==> config.mk <==
export PLATFORM = sky130hd
export DESIGN_NAME = mem_port_arbiter
export DESIGN_NICKNAME = d
export VERILOG_FILES = /design/src/rtl/mem_port_arbiter.sv
export SDC_FILE = /design/constraint.sdc
export NUM_CORES = 1
export LEC_CHECK = 0
export BUFFER_PORTS_ARGS = -buffer_cell sky130_fd_sc_hd__clkbuf_2
export CAP_MARGIN = 10
export CORE_MARGIN = 5
export CORE_UTILIZATION = 45
export DETAILED_ROUTE_END_ITERATION = 16
export HOLD_SLACK_MARGIN = 0.02
export PLACE_DENSITY = 0.81
export SLEW_MARGIN = 10
export SYNTH_ARGS = -nofsm -noshare
export SYNTH_HDL_FRONTEND = slang
export SYNTH_SLANG_ARGS = --single-unit
==> constraint.sdc <==
create_clock -name clk -period 2.21 [get_ports clk]
set_input_delay 0.1105 -clock clk [delete_from_list [all_inputs] [get_ports clk]]
set_output_delay 0.1105 -clock clk [all_outputs]
set_load 0.01 [all_outputs]
==> src/rtl/mem_port_arbiter.sv <==
// -----------------------------------------------------------------------------
// mem_port_arbiter
//
// Shares one memory port between the instruction-fetch stage (I) and the
// MEM-stage data access (D). A requester raises its level request and is held
// in stall until the arbiter has completed its access. Completion is a
// one-cycle done pulse, with rdata (and err for a timed-out access) valid for
// that cycle.
//
// Each access walks IDLE -> BUSY -> DONE -> IDLE. When both requesters ask in
// the same IDLE cycle, the one that was not granted last time wins.
//
// Parameters
//   ADDR_W   address width
//   DATA_W   data width
//   TIMEOUT  maximum BUSY cycles before the access is abandoned (1..65535)
//
// Ports
//   clk, rst_n               clock (rising edge), async active-low reset
//   i_req, i_addr            instruction-fetch request (always a read)
//   d_req, d_we, d_addr,
//   d_wdata                  data-access request from the MEM stage
//   i_stall, d_stall         stall back to each requester
//   i_done, d_done           one-cycle completion pulse for the owner
//   rdata, err               read data / timeout flag, valid with a done pulse
//   mem_req, mem_we,
//   mem_addr, mem_wdata      command to the memory, held for the whole access
//   mem_ack, mem_rdata       one-cycle completion and read data from memory
// -----------------------------------------------------------------------------
module mem_port_arbiter #(
  parameter int ADDR_W  = 32,
  parameter int DATA_W  = 32,
  parameter int TIMEOUT = 255
) (
  input  logic              clk,
  input  logic              rst_n,
  input  logic              i_req,
  input  logic [ADDR_W-1:0] i_addr,
  input  logic              d_req,
  input  logic              d_we,
  input  logic [ADDR_W-1:0] d_addr,
  input  logic [DATA_W-1:0] d_wdata,
  output logic              i_stall,
  output logic              d_stall,
  output logic              i_done,
  output logic              d_done,
  output logic [DATA_W-1:0] rdata,
  output logic              err,
  output logic              mem_req,
  output logic              mem_we,
  output logic [ADDR_W-1:0] mem_addr,
  output logic [DATA_W-1:0] mem_wdata,
  input  logic              mem_ack,
  input  logic [DATA_W-1:0] mem_rdata
);

  typedef enum logic [1:0] {
    IDLE = 2'd0,
    BUSY = 2'd1,
    DONE = 2'd2
  } state_e;

  typedef enum logic {
    OWNER_I = 1'b0,
    OWNER_D = 1'b1
  } owner_e;

  // The counter is sized for the largest legal TIMEOUT; it only ever reaches
  // TIMEOUT-1 before the access leaves BUSY.
  localparam int              CNT_W    = 16;
  localparam logic [CNT_W-1:0] CNT_LAST = CNT_W'(TIMEOUT - 1);
  localparam logic [CNT_W-1:0] CNT_ONE  = CNT_W'(1);

  state_e              state_q, state_d;
  owner_e              owner_q, owner_d;
  owner_e              last_owner_q, last_owner_d;
  logic [CNT_W-1:0]    cnt_q, cnt_d;
  logic [ADDR_W-1:0]   addr_q, addr_d;
  logic                we_q, we_d;
  logic [DATA_W-1:0]   wdata_q, wdata_d;
  logic [DATA_W-1:0]   rdata_q, rdata_d;
  logic                err_q, err_d;

  logic                any_req;
  owner_e              grant;

  // Arbitration: a lone requester always wins; on a tie the requester that
  // was not granted last time goes first, giving strict alternation while
  // both keep asking.
  always_comb begin
    any_req = i_req | d_req;
    grant   = OWNER_I;
    if (i_req && d_req) begin
      grant = (last_owner_q == OWNER_I) ? OWNER_D : OWNER_I;
    end else if (d_req) begin
      grant = OWNER_D;
    end
  end

  // Next-state logic. Requests are only looked at in IDLE, so a requester
  // still holding req during its own DONE cycle is not granted twice. mem_ack
  // is only meaningful in BUSY and is ignored elsewhere.
  always_comb begin
    state_d      = state_q;
    owner_d      = owner_q;
    last_owner_d = last_owner_q;
    cnt_d        = cnt_q;
    addr_d       = addr_q;
    we_d         = we_q;
    wdata_d      = wdata_q;
    rdata_d      = rdata_q;
    err_d        = err_q;

    unique case (state_q)
      IDLE: begin
        if (any_req) begin
          state_d      = BUSY;
          owner_d      = grant;
          last_owner_d = grant;
          cnt_d        = '0;
          if (grant == OWNER_D) begin
            addr_d  = d_addr;
            we_d    = d_we;
            wdata_d = d_wdata;
          end else begin
            // Instruction fetches are always reads.
            addr_d  = i_addr;
            we_d    = 1'b0;
            wdata_d = '0;
          end
        end
      end

      BUSY: begin
        // An ack on the final allowed cycle still counts as success, so the
        // ack test comes before the timeout test.
        if (mem_ack) begin
          state_d = DONE;
          rdata_d = mem_rdata;
          err_d   = 1'b0;
        end else if (cnt_q == CNT_LAST) begin
          state_d = DONE;
          rdata_d = '0;
          err_d   = 1'b1;
        end else begin
          cnt_d = cnt_q + CNT_ONE;
        end
      end

      DONE: begin
        state_d = IDLE;
      end

      default: begin
        state_d = IDLE;
      end
    endcase
  end

  // Control state. Reset forces IDLE immediately, which drops mem_req
  // without waiting for a clock edge. last_owner resets to I so that D wins
  // the first tie.
  always_ff @(posedge clk or negedge rst_n) begin
    if (!rst_n) begin
      state_q      <= IDLE;
      owner_q      <= OWNER_I;
      last_owner_q <= OWNER_I;
      cnt_q        <= '0;
    end else begin
      state_q      <= state_d;
      owner_q      <= owner_d;
      last_owner_q <= last_owner_d;
      cnt_q        <= cnt_d;
    end
  end

  // Latched command and response fields.
  always_ff @(posedge clk or negedge rst_n) begin
    if (!rst_n) begin
      addr_q  <= '0;
      we_q    <= 1'b0;
      wdata_q <= '0;
      rdata_q <= '0;
      err_q   <= 1'b0;
    end else begin
      addr_q  <= addr_d;
      we_q    <= we_d;
      wdata_q <= wdata_d;
      rdata_q <= rdata_d;
      err_q   <= err_d;
    end
  end

  // Outputs. A stall is lifted only in the owner's DONE cycle, so a requester
  // that is waiting for arbitration sees stall for as long as it holds req.
  always_comb begin
    mem_req   = (state_q == BUSY);
    mem_we    = we_q;
    mem_addr  = addr_q;
    mem_wdata = wdata_q;
    i_done    = (state_q == DONE) && (owner_q == OWNER_I);
    d_done    = (state_q == DONE) && (owner_q == OWNER_D);
    i_stall   = i_req && !i_done;
    d_stall   = d_req && !d_done;
    rdata     = rdata_q;
    err       = err_q;
  end

endmodule

After elaboration in Yosys (flattened, before gate mapping)
Index checks and enable logic that the tools add are counted.
- register bits: 117
- bits of input ports: 134
- logic and storage cells: 50
- add/subtract/negate cells: 1
- equality and inequality tests: 7
- multiplexer cells: 18
- bitwise operators: 2
- reduce and logical (&&, ||, !) cells: 14
- operator list (kind ; count):
    $mux W32 ; 4
    $mux W16 ; 3
    $pmux W16 S2 ; 1
    $add A16 B1 Y16 const B ; 1
    $eq A16 B8 Y1 const B ; 1
    $mux W1 ; 6
    $mux W2 ; 3
    $ne A2 B2 Y1 const B ; 3
    $reduce_and A2 Y1 ; 3
    $logic_and A1 B1 Y1 ; 5
    $pmux W2 S2 ; 1
    $reduce_and A4 Y1 ; 1
    $reduce_bool A2 Y1 ; 2
    $ne A3 B1 Y1 const B ; 1
    $eq A2 B1 Y1 const B ; 1
    $eq A2 B2 Y1 const B ; 1
    $logic_not A1 Y1 ; 2
    $logic_not A2 Y1 ; 1
    $not A1 Y1 ; 1
    $or A1 B1 Y1 ; 1

Depth between registers and ports, before layout
Gate-level depths: netlist (run 1).
- depth in word-level cells: 4
- mapped depth: 8
- gate-level depth less buffers: 7

Worst setup path after synthesis (run 1)
No wires, ideal clock.
- kind: reg2reg
- from: reg cnt_q[1]
- to: reg cnt_q[14]
- setup time: 124 ps
- data arrival time: 1696 ps
- slack: 390 ps
- cell stages (with the launch flop): 6
- period minus slack after synthesis: 1820 ps
- cell sequence: dfrtp_1 -> ha_1 -> nand3_4 -> or4_4 -> and4_4 -> a211o_1
- word-level cells in the longest chain between the ends: 4
- elaborated cells between the ends (all ways): 7
- classes of those cells: 1 x add/sub; 2 x eq/ne; 3 x mux; 1 x reduce/logical
- ends and longest elaborated chain (element ; line ; source):
    start, declared ; 77 ; logic [CNT_W-1:0] cnt_q, cnt_d;
    start signal, assigned ; 173 ; cnt_q <= cnt_d;
    $add A16 B1 Y16 ; 146 ; cnt_d = cnt_q + CNT_ONE;
    $mux W16 ; 141 ; end else if (cnt_q == CNT_LAST) begin
    $mux W16 ; 137 ; if (mem_ack) begin
    $pmux W16 S2 ; 114 ; unique case (state_q)
Several ways; a longest one is shown, not always the timed one. The select of a mux whose other input is x is not followed.
A chain may end at the register's enable or synchronous reset.

Worst setup path in the final report (run 1)
- from: reg cnt_q[0]
- to: reg rdata_q[25], in the netlist rdata[25]
- word-level cells in the longest chain between the ends: 3
- ends and longest elaborated chain (element ; line ; source):
    $eq A16 B8 Y1 ; 141 ;
    $reduce_bool A2 Y1 (no line) ; - ;
    $reduce_and A2 Y1 (no line) ; - ;
    end signal, assigned ; 189 ; rdata_q <= rdata_d;
    end, declared ; 81 ; logic [DATA_W-1:0] rdata_q, rdata_d;
No other way between the ends.

==> flow_summary.toml, run 1 <==
[route]
ant_nets = 0
first_pass_iters = 5
drc_errors = 0
vias_per_cell = 5.47
drtIter0Drc = 385
num_vias = 5134
wirelength_um = 17700
wl_per_cell_um = 18.9

[sta]
setup_tns_ps = 0
fin_crit_sh_pct = 92.7
hold_slack_ps = 157
timing.fmax_mhz = 488
post-route-min-period_ps = 2050
slew_headroom_pct = 57.3
tightestPinTransition_ps = 641
rsz0062_at_grt = "no"
finClkSkew_ps = 9.79
hold_viol_final = 0
finalMaxSlewViolations = 0
setup_viol = 0

[pwr]
pwr-share-clk_pct = 27.2
sw_frac_of_total_pct = 35.7
power_density_nw_per_um2 = 1260
p_seq_share_pct = 36.3
leakage_uw = 0.00421
combPwrFrac_pct = 36.6
p_sw_uw = 3700
p_int_uw = 6650
peakVddDrop_uv = 763

[floorplan]
design.core.area_sq_um = 10800
initial_utilization_pct = 45.7
die-area_sq_um = 13200
die_x_um = 115
fp-row-count = 38
dieHeight_um = 115
io_pins = 237

[global_route]
grt-ovfl-total = 0
grt_usage_pct = 26.9
grt_pass1_vias = 5438
grt_pass1_wl_um = 27300
antenna_found_initial = 2
grt_max_degree = 69

[synthesis]
synth_nets = 551
yosys_warnings = 0
ys_ff_latch = 117
synthCells = 415
synth.lib_cells_used.distinct = 49
syn_area_sq_um = 4930
ys_seq_area_share_pct = 59.3
syn_area_per_cell_sq_um = 11.9

[clocking]
cts_tree = "yes"
cts.sinks = 117
cts_max_path_buffers = 2
clkTransAtPathRegs_ps = 60
postCtsHoldBufs = 130
cts-root-buf = "clkbuf_8"
clock_latency_ps = 520
cts.repair.resized = 0
numCtsBuffers = 17
cts_max_level = 4
postCtsSetupBuffers = 0

[worst_setup_path]
crit_fanout = 22
crit_path_start_kind = "register"
worstSetupPathType = "register to register"
crit_chain = "inv_1 -> ha_1 -> nor4b_2 -> and4_1 -> o21ai_2 -> buf_4 -> a22o_1"
required_ps = 2600
critPathArrivalTime_ps = 2440
cp-end-kind = "register"
max_stage_delay_ps = 440
slowest_stage = "and4_1"

[placement]
gp_congestion = 0.849
io_buffers = 236
place_hpwl_um = 10400

[final_layout]
num-fill-cells = 662
drive_above_1_share_pct = 37.2
syn_to_final_growth_pct = 67.0
nets = 919

[run_status]
status = "completed"

[min_path]
hold_path.class = "input pin to async pin"

[flow_run]
cap_violations = 0
[kinds of logic (layout without fill, tap and decap cells)]
family,after synthesis,count (layout),synth area share (%)
adders and majority gates,2,2,0.507
xor gates and xnor gates,1,1,0.178
and+or+nand+nor,86,86,9.76
other,0,2,0
DFF,117,117,59.3
muxes,32,32,6.49
buffers and inverters,44,425,3.63
AOI/OAI and AO/OA,133,133,20.1
[through the flow]
stage	total power, uW	instances	setup WS (ps)	util [%]	cell area [sq um]
after floorplan	5530	415	390	-	4930
after detailed placement	7150	774	213	58.6	6320
after CTS	10200	936	203	76.3	8230
final	10400	938	161	76.3	8240
after global routing	10900	938	28.0	76.3	8240
after global placement	7000	774	314	58.6	6320
[routing by layer]
| layer | track usage [%] | part of all wire, % | vias up |
|---|---|---|---|
| li1 | - | - | 2298 |
| met1 | 30.9 | 37 | 2473 |
| met2 | 45.7 | 51 | 297 |
| met3 | 6.03 | 8.0 | 66 |
| met4 | 16.2 | 4.4 | 0 |
| met5 | 0 | 0 | - |
[power groups by stage]
stage / registers (uW) / clock network (uW) / logic [uW]
3_3_place_gp: 3660 / 0 / 3330
2_1_floorplan: 4030 / 0 / 1500
6_report: 3750 / 2810 / 3790
5_1_grt: 3860 / 2960 / 4070
4_1_cts: 3700 / 2850 / 3690
3_5_place_dp: 3700 / 0 / 3450
[cell type report]
type | count | area (sq um) | share of cell area (%)
clock buffers | 24 | 490 | 5.95
well taps | 140 | 175 | 2.13
clock inverters | 8 | 120 | 1.46
inverters | 12 | 45.0 | 0.547
multi-input cells | 254 | 1850 | 22.5
diodes | 2 | 5.00 | 0.0607
repair buffers | 381 | 2620 | 31.8
flip-flops and latches | 117 | 2930 | 35.5
[Yosys cell counts (all sizes together)]
library cell  instances  area [sq um]
ha                    2          25.0
nor4b                 1          15.0
a21oi                 2          10.0
a211o                 1          8.76
nand4                 6          43.8
or2b                  1          7.51
o221ai                2          17.5
dfrtp               117          2930
nand3                 6          42.5
a21o                  1          7.51
nor2b                 3          18.8
clkbuf               20          75.1
nor4                  8          50.1
or4                   2          18.8
and2                  2          13.8
a21boi                2          18.8
and3b                 1          8.76
o311ai                2          17.5
a22o                 66           578
and4                  4          37.5
and3                  1          7.51
and4bb                1          12.5
nor3                  3          15.0
nor3b                 1          7.51
o311a                 2          21.3
nand2                37           139
mux2i                32           320
a221o                 2          21.3
buf                  12          58.8
a31oi                 8          50.1
nor2                  5          18.8
or2                   1          6.26
inv                  12          45.0
o21ai                40           204
nand2b                3          18.8
o211ai                5          37.5
xor2                  1          8.76
[worst paths after layout]
path / startpoint / endpoint / slack (ps) / cells after the start
max in group asynchronous: rst_n / mem_wdata[23] / 1320 / 3
worst min register to register: mem_addr[2] / mem_addr[2] / 480 / 2
worst min-delay path: rst_n / cnt_q[8] / 160 / 2
min in group clk: mem_ack / state_q[1] / 170 / 4
worst max register to register: cnt_q[0] / rdata[25] / 160 / 7
worst max-delay path: cnt_q[0] / rdata[25] / 160 / 7
[sequential cells by signal (all words and copies together) (netlist names)]
name and count:
state_q 2, last_owner_q 1, mem_wdata 32, mem_we 1, err 1, cnt_q 16
rdata 32, mem_addr 32
[cell usage in the layout, fill, tap and decap left out, drive strengths merged, types with 2 or more instances in the layout]
cell	instances
and4	4
diode	2
dlygate4sd3	130
nand2b	3
mux2i	32
nand2	37
a21oi	2
o211ai	5
inv	12
nor2	5
a22o	66
o311ai	2
nor3	3
o311a	2
ha	2
nor2b	3
nor4	8
o21ai	40
a221o	2
a31oi	8
dfrtp	117
or4	2
clkinv	3
clkbuf	259
bufinv	3
a21boi	2
nand3	6
and2	2
nand4	6
buf	16
clkinvlp	2
o221ai	2
[worst max-delay path, delay by kind of cell, from the launching register on]
| kind | cells | cell delay, ps |
|---|---|---|
| fa+ha+maj | 1 | 170 |
| buf+inv | 2 | 340 |
| flops | 1 | 410 |
| simple gates | 2 | 710 |
| compound gates | 2 | 300 |
(Power assumes the default switching activity.)
==> run 2, diff against run 1 <==
--- a/config.mk
+++ b/config.mk
@@ -7,11 +7,13 @@
 export LEC_CHECK = 0
 export BUFFER_PORTS_ARGS = -buffer_cell sky130_fd_sc_hd__clkbuf_2
 export CAP_MARGIN = 10
+export CORE_ASPECT_RATIO = 1.75
 export CORE_MARGIN = 5
 export CORE_UTILIZATION = 45
 export DETAILED_ROUTE_END_ITERATION = 16
 export HOLD_SLACK_MARGIN = 0.02
 export PLACE_DENSITY = 0.81
+export RECOVER_POWER = 50
 export SLEW_MARGIN = 10
 export SYNTH_ARGS = -nofsm -noshare
 export SYNTH_HDL_FRONTEND = slang
==> flow_summary.toml, run 2 (synthesis results as in run 1) <==
[final_layout]
syn_to_final_growth_pct = 57.0
layout.cells.most_common = "clkbuf_2"
num-fill-cells = 730
fin_cells = 893
nets = 885
drive_above_1_share_pct = 28.4
multi_input_area_sq_um = 1850
ff_latch_area_sq_um = 2930
layout_common_cells = "157 x clkbuf_2, 117 x dfrtp_1, 98 x dlygate4sd3_1"

[floorplan]
initial_utilization_pct = 46.1
fp-row-count = 50
die_x_um = 89.2
io_pins = 237
design.core.area_sq_um = 10700
die-area_sq_um = 13200
dieHeight_um = 149

[sta]
timing.fmax_mhz = 473
setup_viol = 0
finClkSkew_ps = 13.9
hold_viol_final = 0
finalMaxSlewViolations = 0
rsz0062_at_grt = "no"
fin_crit_sh_pct = 95.7
fin_ws_ps = 94.1
post-route-min-period_ps = 2120
tightestPinTransition_ps = 1300
setup_tns_ps = 0
slew_headroom_pct = 13.6

[worst_setup_path]
crit_chain = "a21boi_4 -> buf_6 -> mux2i_1 -> dlygate4sd3_1 -> o21ai_0"
regToRegEndpoint = "mem_addr[12]"
critPathArrivalTime_ps = 2370
worstSetupPathType = "register to register"
slowest_stage = "dlygate4sd3_1"
required_ps = 2460
max_stage_delay_ps = 600
endpoint = "mem_addr[12]"
crit_path_start_kind = "register"
cp-end-kind = "register"
reg2reg_setup_slack_ps = 90
r2r-start = "last_owner_q"
setup.worst_path.start = "last_owner_q"
rr_worst_depth = 5
crit_fanout = 32

[route]
wl_per_cell_um = 20.5
first_pass_iters = 5
num_vias = 4998
ant_nets = 0
drtIter0Drc = 428
drc_errors = 0
wirelength_um = 18300
vias_per_cell = 5.60

[flow_run]
cap_violations = 0

[clocking]
clock_latency_ps = 410
cts_max_level = 4
cts.sinks = 117
clkTransAtPathRegs_ps = 50
cts_max_path_buffers = 2
postCtsSetupBuffers = 0
cts-root-buf = "clkbuf_16"
numCtsBuffers = 17
cts_tree = "yes"

[pwr]
leakage_uw = 0.00380
peakVddDrop_uv = 907
power_density_nw_per_um2 = 1300

[run_status]
status = "completed"

[global_route]
grt_pass1_vias = 5264
grt_max_degree = 100
grt_usage_pct = 27.2
grt-ovfl-total = 0
grt_pass1_wl_um = 27200
antenna_found_initial = 2

[min_path]
min_from = "i_addr[28]"
hold_path.class = "input pin to register"

[placement]
pre_cts_ws_ps = 237
gp_congestion = 0.952
place_hpwl_um = 11000
dpl.cell_count = 762
io_buffers = 236
run 2: changes by cell type in the layout (fill, tap and decap cells not counted), sizes merged:
cell,before,now
dlygate4sd3,130,98
clkbuf,259,254
clkinv,3,7
inv,12,16
bufinv,3,2
clkinvlp,2,1
buf,16,12
run 2: report_power, final:
| group | switching (uW) | internal (uW) |
|---|---|---|
| combinational | 2140 | 1460 |
| clock | 1030 | 1670 |
| sequential | 675 | 3090 |
run 2: metal layers:
layer,GRT usage (%),routed length (um),share of wire [%],up-vias
met2,50.3,10200,56,266
met1,27.1,6000,33,2458
met4,13.6,780,4.3,0
met5,0,0,0,-
li1,-,-,-,2221
met3,6.43,1310,7.1,53
run 2: area by class of cell:
type	instances	area share [%]
antenna	2	0.0646
tap	130	2.10
inverter	12	0.581
clock buffer	17	5.49
timing repair buffer	347	28.1
sequential	117	37.8
clock inverter	14	1.97
multi-input combinational	254	23.9
run 2: critical path, delay by kind of cell (launching register included):
family | cells | cell delay (ps)
flops | 1 | 440
mux | 1 | 250
buf+inv | 2 | 960
compound gates | 2 | 300
run 2: repair_timing:
item,CTS,global route
endpoints found under the hold margin,132,0
setup endpoints to repair,0,6
gates resized for setup,0,1
hold buffers,98,0
run 2: through the flow:
stage                     utilization (%)  hold slack, ps  cell area, sq um  total power, uW
after floorplan                         -            -185              4930             5530
after global placement               58.8             163              6290             7000
after detailed placement             58.8             179              6290             7180
after CTS                            73.4            20.3              7850            10100
after global routing                 72.4            49.9              7750            10500
final                                72.4            26.9              7750            10100
run 2: how the worst min path moves through the flow:
stage | end | cells past startpoint
floorplan | cnt_q[0] | 0
global placement | mem_addr[14] | 1
detailed placement | mem_addr[14] | 1
CTS | mem_addr[2] | 3
global route | mem_addr[2] | 3
finish | mem_addr[28] | 3
==> run 3, diff against run 2 <==
==> constraint.sdc (replaced) <==
create_clock -name clk -period 2.45 [get_ports clk]
set_input_delay 0.1225 -clock clk [delete_from_list [all_inputs] [get_ports clk]]
set_output_delay 0.1225 -clock clk [all_outputs]
set_load 0.01 [all_outputs]
==> flow_summary.toml, run 3 (synthesis results as in run 1) <==
[run_status]
status = "completed"

[final_layout]
fin_cells = 869
layout_common_cells = "138 x clkbuf_2, 117 x dfrtp_1, 100 x clkbuf_1"
ff_latch_area_sq_um = 2930
multi_input_area_sq_um = 1850
layout.cells.most_common = "clkbuf_2"
syn_to_final_growth_pct = 52.4
antenna_cells = 0
num-fill-cells = 757
nets = 862
drive_above_1_share_pct = 26.3

[sta]
fin_crit_sh_pct = 87.8
tightestPinTransition_ps = 1430
finalMaxSlewViolations = 0
setup_tns_ps = 0
finClkSkew_ps = 9.31
hold_slack_ps = 30.4
timing.fmax_mhz = 465
post-route-min-period_ps = 2150
rsz0062_at_grt = "no"
slew_headroom_pct = 4.99
setup_viol = 0
hold_viol_final = 0

[worst_setup_path]
worstSetupPathType = "register to register"
required_ps = 2690
cp-end-kind = "register"
critPathArrivalTime_ps = 2390
rr_worst_depth = 5
crit_path_start_kind = "register"
crit_fanout = 32

[floorplan]
design.core.area_sq_um = 10700
fp-row-count = 50
dieHeight_um = 149
initial_utilization_pct = 46.1
io_pins = 237
die_x_um = 89.2
die-area_sq_um = 13200

[placement]
place_hpwl_um = 11100
io_buffers = 236
dpl.cell_count = 760
gp_congestion = 0.956

[flow_run]
cap_violations = 0

[clocking]
numCtsBuffers = 17
cts.sinks = 117
cts.repair.resized = 0
cts-root-buf = "clkbuf_16"
clock_latency_ps = 410
cts_max_level = 4
postCtsSetupBuffers = 0
clkTransAtPathRegs_ps = 60
cts_max_path_buffers = 2
cts_tree = "yes"
postCtsHoldBufs = 77

[min_path]
hold_path_depth = 3
hold_path.class = "input pin to register"

[pwr]
peakVddDrop_uv = 747
leakage_uw = 0.00365
power_density_nw_per_um2 = 1200
p_total_uw = 9050

[route]
drtIter0Drc = 313
ant_nets = 0
wirelength_um = 17800
num_vias = 4926
drc_errors = 0
first_pass_iters = 5
wl_per_cell_um = 20.5
vias_per_cell = 5.67

[global_route]
grt-ovfl-total = 0
grt_pass1_vias = 5319
antenna_found_initial = 0
grt_pass1_wl_um = 27000
grt_max_degree = 57
grt_usage_pct = 26.8
run 3: cell type report:
| type | count | area share, % |
|---|---|---|
| multi-input cells | 254 | 24.6 |
| flip-flops and latches | 117 | 38.9 |
| well taps | 130 | 2.16 |
| inverters | 12 | 0.599 |
| clock inverters | 13 | 2.26 |
| repair buffers | 324 | 25.5 |
| clock buffers | 19 | 5.89 |
run 3: worst max-delay path: stages (launching register included):
cell and delay (ps):
dfrtp_1 440, a21boi_4 170, buf_4 470, mux2i_1 230
dlygate4sd3_1 560, o21ai_0 100
run 3: path summary, 6_finish.rpt:
path | from | endpoint | slack, ps
max | last_owner_q | mem_addr[31] | 300
min | i_addr[23] | mem_addr[23] | 30
max reg2reg | last_owner_q | mem_addr[31] | 300
min reg2reg | mem_addr[12] | mem_addr[12] | 480
max in group asynchronous | rst_n | mem_wdata[5] | 570
min in group asynchronous | rst_n | cnt_q[13] | 580
run 3: layer usage:
| metal | GRT usage [%] | wire, um | up-vias |
|---|---|---|---|
| met4 | 15.6 | 898 | 0 |
| met5 | 0 | 0 | - |
| li1 | - | - | 2173 |
| met3 | 6.32 | 1250 | 76 |
| met2 | 47.5 | 9830 | 278 |
| met1 | 27.6 | 5870 | 2399 |
run 3: per-stage QoR:
| stage | cell area (sq um) | util (%) | worst slack, ps |
|---|---|---|---|
| 6_report | 7520 | 70.3 | 299 |
| 5_1_grt | 7520 | 70.3 | 165 |
| 4_1_cts | 7650 | 71.5 | 367 |
| 3_5_place_dp | 6270 | 58.6 | 448 |
| 3_3_place_gp | 6270 | 58.6 | 552 |
| 2_1_floorplan | 4930 | - | 630 |
run 3: power breakdown:
part           switching (uW)  internal (uW)
clock                     927           1640
combinational            1880           1210
sequential                604           2790
